File: config.mk
export PLATFORM = sky130hd
export DESIGN_NAME = ppu_vram_arb
export DESIGN_NICKNAME = d
export VERILOG_FILES = /design/src/rtl/ppu_vram_arb.sv
export SDC_FILE = /design/constraint.sdc
export NUM_CORES = 1
export LEC_CHECK = 0
export ABC_AREA = 1
export CAP_MARGIN = 20
export CORE_ASPECT_RATIO = 1.1
export CORE_MARGIN = 5
export CORE_UTILIZATION = 35
export CTS_CLUSTER_DIAMETER = 30
export CTS_CLUSTER_SIZE = 10
export DETAILED_ROUTE_END_ITERATION = 12
export GPL_TIMING_DRIVEN = 0
export REMOVE_ABC_BUFFERS = 1
export SLEW_MARGIN = 20
export SYNTH_ARGS = -nofsm -noshare
export SYNTH_HDL_FRONTEND = slang
export SYNTH_SLANG_ARGS = --single-unit
File: constraint.sdc
create_clock -name clk -period 4.5 [get_ports clk]
set_input_delay 0.675 -clock clk [delete_from_list [all_inputs] [get_ports clk]]
set_output_delay 0.675 -clock clk [all_outputs]
set_load 0.03 [all_outputs]
File: src/rtl/ppu_vram_arb.sv
// ppu_vram_arb
//   Shares the single-port, synchronous-read PPU VRAM controller between two
//   requesters. The render fetch engine has high priority and may request on
//   every cycle. The CPU register path has low priority and holds at most one
//   outstanding operation.
//   Each cycle at most one access is issued. Read data is routed back to the
//   requester that issued it, in grant order. A saturating-style starvation
//   counter guarantees that a pending CPU op is eventually granted.
//
// Ports
//   clk, rst                          clock; asynchronous active-high reset
//   ren_req/ren_addr -> ren_ack       render request (level), combinational grant
//   ren_rd_valid/ren_rd_data          render read return (pulse / held data)
//   cpu_req/cpu_wr/cpu_addr/cpu_din   CPU op start pulse and its operands
//   cpu_busy                          CPU op pending (new requests ignored)
//   cpu_rd_valid/cpu_rd_data          CPU read return (pulse / held data)
//   mc_wr/mc_addr/mc_din              registered memory controller command
//   mc_dout                           memory read data, one cycle after mc_addr
module ppu_vram_arb #(
  parameter int unsigned STARVE_LIMIT = 8
) (
  input  logic        clk,
  input  logic        rst,
  input  logic        ren_req,
  input  logic [13:0] ren_addr,
  output logic        ren_ack,
  output logic        ren_rd_valid,
  output logic [7:0]  ren_rd_data,
  input  logic        cpu_req,
  input  logic        cpu_wr,
  input  logic [13:0] cpu_addr,
  input  logic [7:0]  cpu_din,
  output logic        cpu_busy,
  output logic        cpu_rd_valid,
  output logic [7:0]  cpu_rd_data,
  output logic        mc_wr,
  output logic [13:0] mc_addr,
  output logic [7:0]  mc_din,
  input  logic [7:0]  mc_dout
);

  localparam logic [7:0] LIMIT = 8'(STARVE_LIMIT);

  typedef enum logic {IDLE, PEND} state_e;

  state_e      state_q, state_d;
  logic [7:0]  starve_q, starve_d;
  logic        op_wr_q;
  logic [13:0] op_addr_q;
  logic [7:0]  op_din_q;

  logic        cpu_grant;
  logic        ren_grant;

  logic        mc_wr_q;
  logic [13:0] mc_addr_q;
  logic [7:0]  mc_din_q;

  // Read tag pipe: stage 1 covers the cycle the address sits on mc_addr,
  // stage 2 the cycle mc_dout is valid. src=1 marks a CPU read.
  logic        t1_vld_q, t1_src_q;
  logic        t2_vld_q, t2_src_q;

  logic        ren_rd_valid_q, cpu_rd_valid_q;
  logic [7:0]  ren_rd_data_q, cpu_rd_data_q;

  // Arbitration and CPU op state. The op captured in IDLE only becomes
  // eligible once the state register reads PEND, so it can never win in its
  // capture cycle.
  always_comb begin
    state_d   = state_q;
    starve_d  = starve_q;
    cpu_grant = 1'b0;
    ren_grant = 1'b0;
    case (state_q)
      IDLE: begin
        ren_grant = ren_req;
        if (cpu_req) state_d = PEND;
      end
      PEND: begin
        cpu_grant = !ren_req || (starve_q == LIMIT);
        ren_grant = ren_req && !cpu_grant;
        if (cpu_grant) begin
          state_d  = IDLE;
          starve_d = 8'd0;
        end else if (ren_req) begin
          starve_d = starve_q + 8'd1;
        end
      end
      default: state_d = IDLE;
    endcase
  end

  always_ff @(posedge clk or posedge rst) begin
    if (rst) begin
      state_q        <= IDLE;
      starve_q       <= 8'd0;
      op_wr_q        <= 1'b0;
      op_addr_q      <= 14'd0;
      op_din_q       <= 8'd0;
      mc_wr_q        <= 1'b0;
      mc_addr_q      <= 14'd0;
      mc_din_q       <= 8'd0;
      t1_vld_q       <= 1'b0;
      t1_src_q       <= 1'b0;
      t2_vld_q       <= 1'b0;
      t2_src_q       <= 1'b0;
      ren_rd_valid_q <= 1'b0;
      cpu_rd_valid_q <= 1'b0;
      ren_rd_data_q  <= 8'd0;
      cpu_rd_data_q  <= 8'd0;
    end else begin
      state_q  <= state_d;
      starve_q <= starve_d;

      if (state_q == IDLE && cpu_req) begin
        op_wr_q   <= cpu_wr;
        op_addr_q <= cpu_addr;
        op_din_q  <= cpu_din;
      end

      // Issue: write strobe lasts exactly one cycle; address/data hold when idle.
      mc_wr_q <= cpu_grant && op_wr_q;
      if (cpu_grant) begin
        mc_addr_q <= op_addr_q;
        mc_din_q  <= op_din_q;
      end else if (ren_grant) begin
        mc_addr_q <= ren_addr;
      end

      t1_vld_q <= ren_grant || (cpu_grant && !op_wr_q);
      t1_src_q <= cpu_grant;
      t2_vld_q <= t1_vld_q;
      t2_src_q <= t1_src_q;

      ren_rd_valid_q <= t2_vld_q && !t2_src_q;
      cpu_rd_valid_q <= t2_vld_q && t2_src_q;
      if (t2_vld_q && !t2_src_q) ren_rd_data_q <= mc_dout;
      if (t2_vld_q && t2_src_q)  cpu_rd_data_q <= mc_dout;
    end
  end

  assign ren_ack      = ren_grant;
  assign cpu_busy     = (state_q == PEND);
  assign mc_wr        = mc_wr_q;
  assign mc_addr      = mc_addr_q;
  assign mc_din       = mc_din_q;
  assign ren_rd_valid = ren_rd_valid_q;
  assign ren_rd_data  = ren_rd_data_q;
  assign cpu_rd_valid = cpu_rd_valid_q;
  assign cpu_rd_data  = cpu_rd_data_q;

endmodule
==> metrics.yaml, run 1 <==
cts:
  cts_hold_buf: 0
  cts_setup_buffers: 0
  numCtsBuffers: 9
  root_buffer: "clkbuf_8"
  tritoncts: "yes"
  cts.clk_slew.worst_paths_ps: 70
  clock_latency_ps: 340
  cts.sinks: 77
  cts_buffer_depth: 2
  ctsHtreeMaxLevel: 3
  cts-resized-gates: 0
yosys:
  yosysSeqAreaShare_pct: 61.7
  synth_warnings: 0
  synthDistinctLibCells: 26
  postSynthCellCount: 296
  synth_area_um2: 3120
  avgSynthCellArea_um2: 10.6
  synth_seq_cells: 77
power_and_ir_drop:
  leakage_nw: 1.95
  ir_drop_mv: 0.188
  p_per_area_nw_per_um2: 543
layout:
  layout-drive-gt1-share_pct: 13.7
  fin_nets: 440
  area_growth_pct: 38.4
  final_util_pct: 49.2
  final_cell_area_um2: 4320
  diodes: 0
place:
  hpwlAfterDp_um: 4790
  pre_cts_slack_ps: 1270
  place_area_um2: 4130
  port_buffers: 91
  gp_congestion: 0.765
sta:
  hold_viol_final: 0
  finalSetupViolCount: 0
  final.setup.tns_ps: 0
  period_share_pct: 71.7
  setup_slack_ps: 1280
  min_period_ps: 3220
  relSlewSlack_pct: 35.9
  whs_ps: 357
  fin_worst_skew_ps: 10.8
  max_freq_mhz: 310
  drv_slew: 0
  tightest_slew_ps: 961
  rsz0062_at_grt: "false"
route:
  drc: 0
  routedWlPerCell_um: 13.6
  via_per_inst: 4.57
  postRouteAntennaNets: 0
  num_vias: 2324
  drt_pass1_iterations: 4
  drt_iter0_drc: 92
  wirelength_um: 6920
setup_path:
  required_ps: 3830
  slowest_stage: "clkdlybuf4s50_1"
  r2r-end: "op_addr_q[13]"
  worst-path-max-fanout: 15
  r2r_cells: 3
  worst-path-buf-inv: 3
  crit_path_frequent_cell: "clkdlybuf4s50_1"
  endpoint_kind: "primary output"
  cpPeakStageDelay_ps: 760
  startpoint_type: "input pin"
  cp.arrival_ps: 2550
  path_class: "input pin to primary output"
  r2r_start: "cpu_busy"
  path_cells: "clkdlybuf4s50_1, inv_1, a21oi_4, clkdlybuf4s50_1"
  ff2ff_setup_slack_ps: 2310
  cp_top_family: "buffers and inverters"
grt:
  antenna_found_initial: 0
  grt_util_all_layers_pct: 13.6
  grt_overflow: 0
  grt_max_degree: 42
  first_global_vias: 2340
  grt_pass1_wl_um: 11700
floorplanning:
  core_area_um2: 8780
  ios: 92
  die_area_um2: 10900
  initial_core_util_pct: 35.6
  die_h_um: 109
  die_w_um: 100
  rows: 36
hold_path:
  hold_path_class: "register to register"
  worstHoldStart: "t1_vld_q"
  holdPathEnd: "t2_vld_q"
  min_path_cells: 0
run_status:
  status: "completed"
run:
  maxCapViolations: 0
-- flip-flops by register name, indices dropped and copies added (netlist names) --
signal and count:
op_addr_q 14, starve_q 8, mc_din 8, ren_rd_data 8, t1_src_q 1, mc_addr 14, op_wr_q 1, cpu_busy 1
t2_src_q 1, ren_rd_valid 1, t1_vld_q 1, t2_vld_q 1, op_din_q 8, cpu_rd_valid 1, cpu_rd_data 8, mc_wr 1
-- power by group --
group          internal, W  switching, W  total [W]
Sequential        0.000888      0.000116    0.00100
Combinational     0.000367      0.000475   0.000842
Clock             0.000255      0.000248   0.000503
-- layout by cell type (no fill, tap or decap), types with 2 or more instances in the layout --
cell / netlist / routed
nor2_2: 4 / 5
o21ai_0: 17 / 17
nand4_1: 2 / 2
dfrtp_1: 77 / 77
inv_1: 23 / 22
clkinvlp_4: 0 / 2
clkinv_2: 0 / 2
nor2_4: 3 / 3
nand2_1: 79 / 79
nor3_1: 2 / 2
nand3_1: 31 / 31
a21oi_1: 2 / 2
clkdlybuf4s50_1: 0 / 91
nand2_2: 3 / 3
mux2_2: 22 / 22
ha_1: 2 / 2
clkbuf_8: 0 / 9
nor2_1: 11 / 10
-- metrics by stage --
stage | cells | total power, W
after floorplan | 286 | 0.00149
after global placement | 491 | 0.00185
after detailed placement | 492 | 0.00187
after CTS | 508 | 0.00239
after global routing | 508 | 0.00250
final | 508 | 0.00235
-- routing by layer --
metal  vias to the layer above  global-route usage, %  part of all wire (%)  wire length, um
li1                       1142                      -                     -                -
met3                         8                   3.58                   6.3              434
met1                      1106                   18.4                    45             3110
met5                         -                      0                     0                0
met2                        68                   20.7                    47             3280
met4                         0                   5.49                   1.5              102
-- synthesized netlist by cell type (all sizes together) --
master | instances | area, um2
o21ai | 18 | 101
nor3 | 2 | 10.0
nand3 | 32 | 165
inv | 24 | 90.1
ha | 2 | 25.0
nor2 | 18 | 100
o21bai | 1 | 7.51
nand4 | 2 | 12.5
a21oi | 3 | 26.3
xor2 | 1 | 8.76
nand2 | 82 | 315
mux2 | 22 | 248
clkbuf | 3 | 11.3
buf | 7 | 58.8
xnor2 | 1 | 8.76
dfrtp | 77 | 1930
a21boi | 1 | 7.51
-- cell type report --
class / instances / area [um2]
clock buffers: 10 / 128
repair buffers: 92 / 931
multi-input cells: 185 / 1040
well taps: 114 / 143
fillers: 831 / 4460
clock inverters: 6 / 63.8
flip-flops and latches: 77 / 1930
inverters: 24 / 92.6
-- worst reg2reg max path, stage by stage, from the launching register on --
cell and delay (ps):
dfrtp_1 970, inv_2 170, nand2_2 520, mux2_2 420
-- kinds of logic after synthesis --
family | share of synthesized area [%]
adders and majority gates | 0.801
muxes | 7.93
xor gates and xnor gates | 0.561
and+or+nand+nor | 19.3
AOI/OAI and AO/OA | 4.57
DFF | 61.7
buffers and inverters | 5.13
-- worst max-delay path by stage --
stage | depth (start not counted) | end | slack, ps | from
after floorplan | 1 | cpu_busy | 1860 | rst
final | 4 | ren_ack | 1280 | ren_req
after global routing | 4 | ren_ack | 1180 | ren_req
after detailed placement | 4 | ren_ack | 1270 | ren_req
after global placement | 2 | op_din_q[1] | 550 | rst
after CTS | 4 | ren_ack | 1260 | ren_req
No activity file was read; power rests on OpenSTA's default activity.
==> run 2: changes to the inputs <==
==> constraint.sdc (replaced) <==
create_clock -name clk -period 3.15 [get_ports clk]
set_input_delay 0.4725 -clock clk [delete_from_list [all_inputs] [get_ports clk]]
set_output_delay 0.4725 -clock clk [all_outputs]
set_load 0.03 [all_outputs]
==> results of run 2 <==
Same layout as run 1 (identical final DEF). Status: completed.
Main changes from that run: setup slack after placement 1270 ps -> 324 ps; setup slack after layout 1280 ps -> 255 ps; start point of the critical path ren_req -> cpu_busy; register-to-register setup slack 2310 ps -> 960 ps; total power 0.00235 W -> 0.00336 W; worst IR drop on VDD 0.188 mV -> 0.269 mV
==> run 3: changes to the inputs <==
==> constraint.sdc (replaced) <==
create_clock -name clk -period 3.38 [get_ports clk]
set_input_delay 0.507 -clock clk [delete_from_list [all_inputs] [get_ports clk]]
set_output_delay 0.507 -clock clk [all_outputs]
set_load 0.03 [all_outputs]
==> results of run 3 <==
Same layout as run 1 (identical final DEF). Status: completed.
Main changes from that run: setup slack after placement 1270 ps -> 485 ps; setup slack after layout 1280 ps -> 451 ps; start point of the critical path ren_req -> cpu_busy; register-to-register setup slack 2310 ps -> 1190 ps; total power 0.00235 W -> 0.00313 W; worst IR drop on VDD 0.188 mV -> 0.250 mV
